$ cat src/rtl/dna_key_watchdog_if.sv
// Key serial strobe and DNA primitive signals, plus the watchdog status outputs.
// The master side drives the key strobe and the DNA primitive DOUT; the slave side is the watchdog.
interface dna_key_watchdog_if;
   logic        en;
   logic        sclk;
   logic        sdat;
   logic        dna_dout;
   logic        dna_read;
   logic        dna_shift;
   logic [56:0] dna;
   logic        dna_valid;
   logic        wd_reset;

   modport master (
      output en, sclk, sdat, dna_dout,
      input  dna_read, dna_shift, dna, dna_valid, wd_reset
   );

   modport slave (
      input  en, sclk, sdat, dna_dout,
      output dna_read, dna_shift, dna, dna_valid, wd_reset
   );
endinterface

$ cat src/rtl/dna_key_watchdog.sv
// Device-locked watchdog: reads the device DNA once, compares it with a serially loaded key,
// and pulses wd_reset whenever TIMEOUT_CYCLES pass without a matching key.
module dna_key_watchdog #(
   parameter int TIMEOUT_MS     = 1000,
   parameter int CLK_KHZ        = 50000,
   parameter int TIMEOUT_CYCLES = TIMEOUT_MS * CLK_KHZ,
   parameter int KEY_BITS       = 64
) (
   input  logic          clk,
   input  logic          rst_n,
   dna_key_watchdog_if.slave bus
);
   localparam int TW = $clog2(TIMEOUT_CYCLES + 1);

   typedef enum logic [1:0] {IDLE, LOAD, SHIFT, DONE} state_t;

   state_t        state_q, state_d;
   logic [5:0]    cnt_q, cnt_d;
   logic [56:0]   dna_q;
   logic          rd, sh, valid;

   logic          sclk_s1, sclk_s2, sclk_s3;
   logic          sdat_s1, sdat_s2;
   logic          en_s1, en_s2;
   logic          sclk_rise;

   logic [KEY_BITS-1:0] key_q;
   logic          match_q;
   logic [TW-1:0] timer_q;
   logic          terminal;
   logic          wd_q;

   // DNA readout FSM: one READ cycle, then 57 samples with SHIFT held off on the last one
   always_ff @(posedge clk) begin
      if (!rst_n) begin
         state_q <= IDLE;
         cnt_q   <= '0;
         dna_q   <= '0;
      end else begin
         state_q <= state_d;
         cnt_q   <= cnt_d;
         if (state_q == SHIFT)
            dna_q <= {dna_q[55:0], bus.dna_dout};
      end
   end

   always_comb begin
      state_d = state_q;
      cnt_d   = cnt_q;
      rd      = 1'b0;
      sh      = 1'b0;
      valid   = 1'b0;
      case (state_q)
         IDLE:  state_d = LOAD;
         LOAD: begin
            rd      = 1'b1;
            cnt_d   = '0;
            state_d = SHIFT;
         end
         SHIFT: begin
            sh    = (cnt_q != 6'd56);
            cnt_d = cnt_q + 6'd1;
            if (cnt_q == 6'd56)
               state_d = DONE;
         end
         DONE:  valid = 1'b1;
         default: state_d = IDLE;
      endcase
   end

   // sclk gets one extra stage for edge detection; sdat/en line up with sclk_s2
   always_ff @(posedge clk) begin
      if (!rst_n) begin
         sclk_s1 <= 1'b0;
         sclk_s2 <= 1'b0;
         sclk_s3 <= 1'b0;
         sdat_s1 <= 1'b0;
         sdat_s2 <= 1'b0;
         en_s1   <= 1'b0;
         en_s2   <= 1'b0;
      end else begin
         sclk_s1 <= bus.sclk;
         sclk_s2 <= sclk_s1;
         sclk_s3 <= sclk_s2;
         sdat_s1 <= bus.sdat;
         sdat_s2 <= sdat_s1;
         en_s1   <= bus.en;
         en_s2   <= en_s1;
      end
   end

   assign sclk_rise = sclk_s2 & ~sclk_s3;
   assign terminal  = (timer_q == TW'(TIMEOUT_CYCLES));

   // Match clears the timer with priority over the terminal-count wrap and the pulse
   always_ff @(posedge clk) begin
      if (!rst_n) begin
         key_q   <= '0;
         match_q <= 1'b0;
         timer_q <= '0;
         wd_q    <= 1'b0;
      end else begin
         if (sclk_rise && en_s2)
            key_q <= (key_q << 1) | KEY_BITS'(sdat_s2);
         match_q <= valid && (key_q[56:0] == dna_q);
         wd_q    <= terminal && !match_q;
         if (match_q)
            timer_q <= '0;
         else if (terminal)
            timer_q <= '0;
         else
            timer_q <= timer_q + TW'(1);
      end
   end

   assign bus.dna_read  = rd;
   assign bus.dna_shift = sh;
   assign bus.dna       = dna_q;
   assign bus.dna_valid = valid;
   assign bus.wd_reset  = wd_q;
endmodule

$ cat src/flat_wrapper.sv
// flat-port wrapper written by rule: the top's interface ports become plain ports
module dna_key_watchdog_flat 
#(
   parameter int TIMEOUT_MS     = 1000,
   parameter int CLK_KHZ        = 50000,
   parameter int TIMEOUT_CYCLES = TIMEOUT_MS * CLK_KHZ,
   parameter int KEY_BITS       = 64
)
  (clk, rst_n, bus_en, bus_sclk, bus_sdat, bus_dna_dout, bus_dna_read, bus_dna_shift, bus_dna, bus_dna_valid, bus_wd_reset);
  dna_key_watchdog_if bus_i ();
  input  logic clk;
  input  logic rst_n;
  input wire logic [$bits(bus_i.en)-1:0] bus_en;
  input wire logic [$bits(bus_i.sclk)-1:0] bus_sclk;
  input wire logic [$bits(bus_i.sdat)-1:0] bus_sdat;
  input wire logic [$bits(bus_i.dna_dout)-1:0] bus_dna_dout;
  output wire logic [$bits(bus_i.dna_read)-1:0] bus_dna_read;
  output wire logic [$bits(bus_i.dna_shift)-1:0] bus_dna_shift;
  output wire logic [$bits(bus_i.dna)-1:0] bus_dna;
  output wire logic [$bits(bus_i.dna_valid)-1:0] bus_dna_valid;
  output wire logic [$bits(bus_i.wd_reset)-1:0] bus_wd_reset;
  assign bus_i.en = bus_en;
  assign bus_i.sclk = bus_sclk;
  assign bus_i.sdat = bus_sdat;
  assign bus_i.dna_dout = bus_dna_dout;
  assign bus_dna_read = bus_i.dna_read;
  assign bus_dna_shift = bus_i.dna_shift;
  assign bus_dna = bus_i.dna;
  assign bus_dna_valid = bus_i.dna_valid;
  assign bus_wd_reset = bus_i.wd_reset;
  dna_key_watchdog #(.TIMEOUT_MS(TIMEOUT_MS), .CLK_KHZ(CLK_KHZ), .TIMEOUT_CYCLES(TIMEOUT_CYCLES), .KEY_BITS(KEY_BITS)) u_core (.clk(clk), .rst_n(rst_n), .bus(bus_i));
endmodule
$ cat config.mk
export PLATFORM = sky130hd
export DESIGN_NAME = dna_key_watchdog_flat
export DESIGN_NICKNAME = d
export VERILOG_FILES = /design/src/rtl/dna_key_watchdog_if.sv /design/src/rtl/dna_key_watchdog.sv /design/src/flat_wrapper.sv
export SDC_FILE = /design/constraint.sdc
export NUM_CORES = 1
export LEC_CHECK = 0
export CAP_MARGIN = 20
export CELL_PAD_IN_SITES_DETAIL_PLACEMENT = 0
export CELL_PAD_IN_SITES_GLOBAL_PLACEMENT = 1
export CORE_MARGIN = 4
export CORE_UTILIZATION = 40
export DETAILED_ROUTE_END_ITERATION = 16
export GPL_TIMING_DRIVEN = 0
export PLACE_DENSITY = 0.87
export SLEW_MARGIN = 10
export SYNTH_ARGS = -nofsm -noshare
export SYNTH_HDL_FRONTEND = slang
export SYNTH_SLANG_ARGS = --single-unit
$ cat constraint.sdc
create_clock -name clk -period 1.6 [get_ports clk]
set_input_delay 0.32 -clock clk [delete_from_list [all_inputs] [get_ports clk]]
set_output_delay 0.32 -clock clk [all_outputs]
set_load 0.02 [all_outputs]
==> run summary <==
Inserted Clock Buffers: 17
Vias after detailed routing: 5043
Post-route DRC: 0
Largest net degree at the start of global routing: 17
Latest clock arrival within the worst-skew pair: 410 ps
Clock Skew: 8.43 ps
Antenna cells: 0
Final period util: 113%
Placeable Area: 0.0166 sq mm
Synthesized area: 0.00676 sq mm
Sequential share of the synthesized area: 46.5%
Worst hold-check path type: reg -> reg
CTS tree: done
Die width: 138 um
Syn Nets: 734
Maxcap violations: 0
Die height: 138 um
Total Routed Length: 15.4 mm
Main flop type after synthesis: dfxtp_1
Worst-margin pin slew: 519 ps
CP Launch Type: flop
Max Slew Vio Count: 0
P&R area growth vs syn: 26.3%
Sum Neg Setup Slack: -3500 ps
Total GRT Usage: 16.8%
Vias in the first global route: 4930
Avg Synthesized Cell Area: 9.40 sq um
Initial antenna violation count: 0
Rows: 47
Fin crit period: 1800 ps
Critical Path End Type: flop
Drt pass-1 iters: 7
Initial Utilization: 40.7%
CTS Sinks: 157
Sequential Power Share: 43.7%
Comb power frac: 12.5%
Mapped Cells: 719
Leakage: 0.00335 uW
RSZ-0062 raised after global routing: yes
Max rail drop VDD: 0.000840 V
CTS H-tree lvls: 4
Clock share of power: 43.8%
CP arrival: 2100 ps
Finished Layout Cells: 1048
Place WS: -574 ps
Fillers: 1552
DR iter-0 viols: 223
NumNets Final: 831
Sw power: 2250 uW
Failing checks: negative setup slack
CP required: 1900 ps
Status: finished with violations
Final worst slack: -201 ps
Multi-input logic area: 0.00352 sq mm
Share of synthesized registers carrying an async set or reset: 0%
CP Max Fanout: 5
Global-route wire length before repair: 25.0 mm
Int Pwr: 7010 uW
Number of synthesized flops with an enable pin: 0
Synthesis-stage register bit count: 157
Fraction of layout cells with a size suffix above 1: 12.6%
HP Start: u_core.sdat_s1
Placed insts: 1005
Drt via density: 4.81
I/O pin count: 67
Reg2Reg Launch Point: u_core.timer_q[4]
Remaining antenna violation count after routing: 0
Dpl hpwl: 10.8 mm
Yosys cell types: 43
CP startpoint: u_core.timer_q[4]
Sw Share: 24.3%
Ys Warns: 0
Die ar.: 0.0190 sq mm
DP Area: 0.00769 sq mm
Gp weighted congestion: 0.789
Register area: 0.00316 sq mm
GR Overflow Total: 0
Hold Slack: 436 ps
Final hold vios: 0
Clock Tree Buf Depth: 2
Finished Cell Area: 0.00853 sq mm
IO Port Bufs: 66
Routed WL per cell: 14.7 um
Fmax: 0.555 GHz
Worst-path clk slew: 60 ps
Final setup viols: 26
Root Driver: clkbuf_16
Rel. slew slack: 65.1%
Kind of critical path: reg -> reg
Pwr Density: 1090 mW/mm^2
[stage by stage]
stage / util (%) / total power, uW
2_1_floorplan: - / 4870
3_3_place_gp: 46.4 / 5110
5_1_grt: 51.5 / 9600
4_1_cts: 50.9 / 9310
6_report: 51.5 / 9270
3_5_place_dp: 46.4 / 5120
[what timing repair did]
action,4_1_cts,5_1_grt
cloned,2,0
setup buffers,12,1
hold endpoints to repair,0,0
pin swaps,10,11
endpoints found under the setup margin,179,72
resized for setup,100,35
hold buffers,0,0
[Yosys cell counts, types with 2 or more instances]
library cell  instances  share of area [%]
and3_1                4               0.37
buf_12                2               0.59
buf_2                 7               0.52
and4_1                2               0.26
ha_1                  9                1.7
nor3_2                2               0.30
o21ai_0               3               0.22
xnor2_1              27                3.5
nor3_1                3               0.22
nand4_1              12                1.1
nor4_1               10               0.93
xor2_1               48                6.2
clkbuf_1             25                1.4
o22ai_1               2               0.19
nor2b_1              59                5.5
nand3_1              14                1.0
nand2_1             129                7.2
o211a_1               2               0.30
dfxtp_1             157                 47
nand4_2               2               0.37
mux2i_1              57                8.4
nor2_2                5               0.46
o2bb2ai_1             3               0.39
inv_1                18                1.0
and2_1                9               0.83
nor2_1               34                1.9
a21boi_0             58                6.4
[logic make-up (layout without fill, tap and decap cells)]
kind of cell               Yosys count  count (layout)  share of synthesized area [%]
AOI/OAI and AO/OA                   74              74                           8.26
DFF                                157             157                           46.5
muxes                               57              57                           8.44
xor gates and xnor gates            75              75                           9.72
buffers and inverters               53             162                           3.55
and+or+nand+nor                    294             294                           21.8
adders and majority gates            9               9                           1.67
[final cells by class]
type / count / area share (%)
Tap cell: 220 / 3.23
Timing Repair Buffer: 80 / 8.72
Sequential cell: 157 / 37.0
Clock inverter: 10 / 1.64
Inverter: 18 / 0.792
Buffer: 33 / 2.10
Multi-Input combinational cell: 509 / 41.2
Clock buffer: 21 / 5.28
[flip-flops by register name, summed over array words and instances (netlist names)]
name,cells
u_core.bus.dna,57
u_core.key_q,57
u_core.timer_q,26
u_core.cnt_q,6
u_core.state_q,2
u_core.bus.wd_reset,1
u_core.en_s1,1
u_core.en_s2,1
u_core.match_q,1
u_core.sclk_s1,1
u_core.sclk_s2,1
u_core.sclk_s3,1
u_core.sdat_s1,1
u_core.sdat_s2,1
[path summary, 6_finish.rpt]
| path | depth (start not counted) | slack (ps) | endpoint |
|---|---|---|---|
| worst max-delay path | 8 | -200 | u_core.timer_q[11] |
| worst min-delay path | 1 | 440 | u_core.sdat_s2 |
| worst max register to register | 8 | -200 | u_core.timer_q[11] |
| worst min register to register | 1 | 440 | u_core.sdat_s2 |
[cell usage in the layout (no fill, tap or decap), types with 3 or more instances in the layout]
cell type,synthesis,layout
mux2i_1,57,57
inv_1,18,18
ha_1,9,7
clkbuf_1,25,20
clkbuf_16,0,17
buf_4,0,8
a21boi_0,58,58
xnor2_1,27,25
nand2_1,129,129
o2bb2ai_1,3,3
and3_1,4,4
buf_12,2,4
bufinv_16,0,3
buf_2,7,8
clkdlybuf4s15_1,0,3
nor2_1,34,24
nor2_2,5,10
nand3_1,14,13
and2_1,9,9
nor4_1,10,9
clkbuf_2,0,6
nor2b_1,59,58
buf_6,0,4
dfxtp_1,157,147
dfxtp_2,0,8
nand4_1,12,12
clkdlybuf4s50_1,0,5
nor2_4,0,5
xor2_1,48,47
dlygate4sd2_1,0,55
clkinvlp_4,0,3
[worst max-delay path, cell delays in order, from the launching register on]
cell and delay (ps):
dfxtp_2 320, or4_4 540, nor3_4 160, nand4_4 150, nand3b_4 140, buf_12 120, buf_6 100, buf_12 110
nor2_2 40
[per-layer routing]
layer,part of all wire [%],routed length (um),vias up,track usage [%]
li1,-,-,2573,-
met1,50,7650,2370,23.3
met2,46,7050,90,25.9
met3,3.8,591,10,4.64
met4,0.97,150,0,4.28
met5,0,0,-,0
[power by group through the flow]
stage | registers (uW) | logic (uW) | clock network, uW
finish | 4050 | 1160 | 4060
global route | 4060 | 1250 | 4290
CTS | 4050 | 1120 | 4140
detailed placement | 4120 | 1010 | 0
global placement | 4110 | 1000 | 0
floorplan | 4110 | 762 | 0
Note: power is estimated with default switching activity, not from simulation.
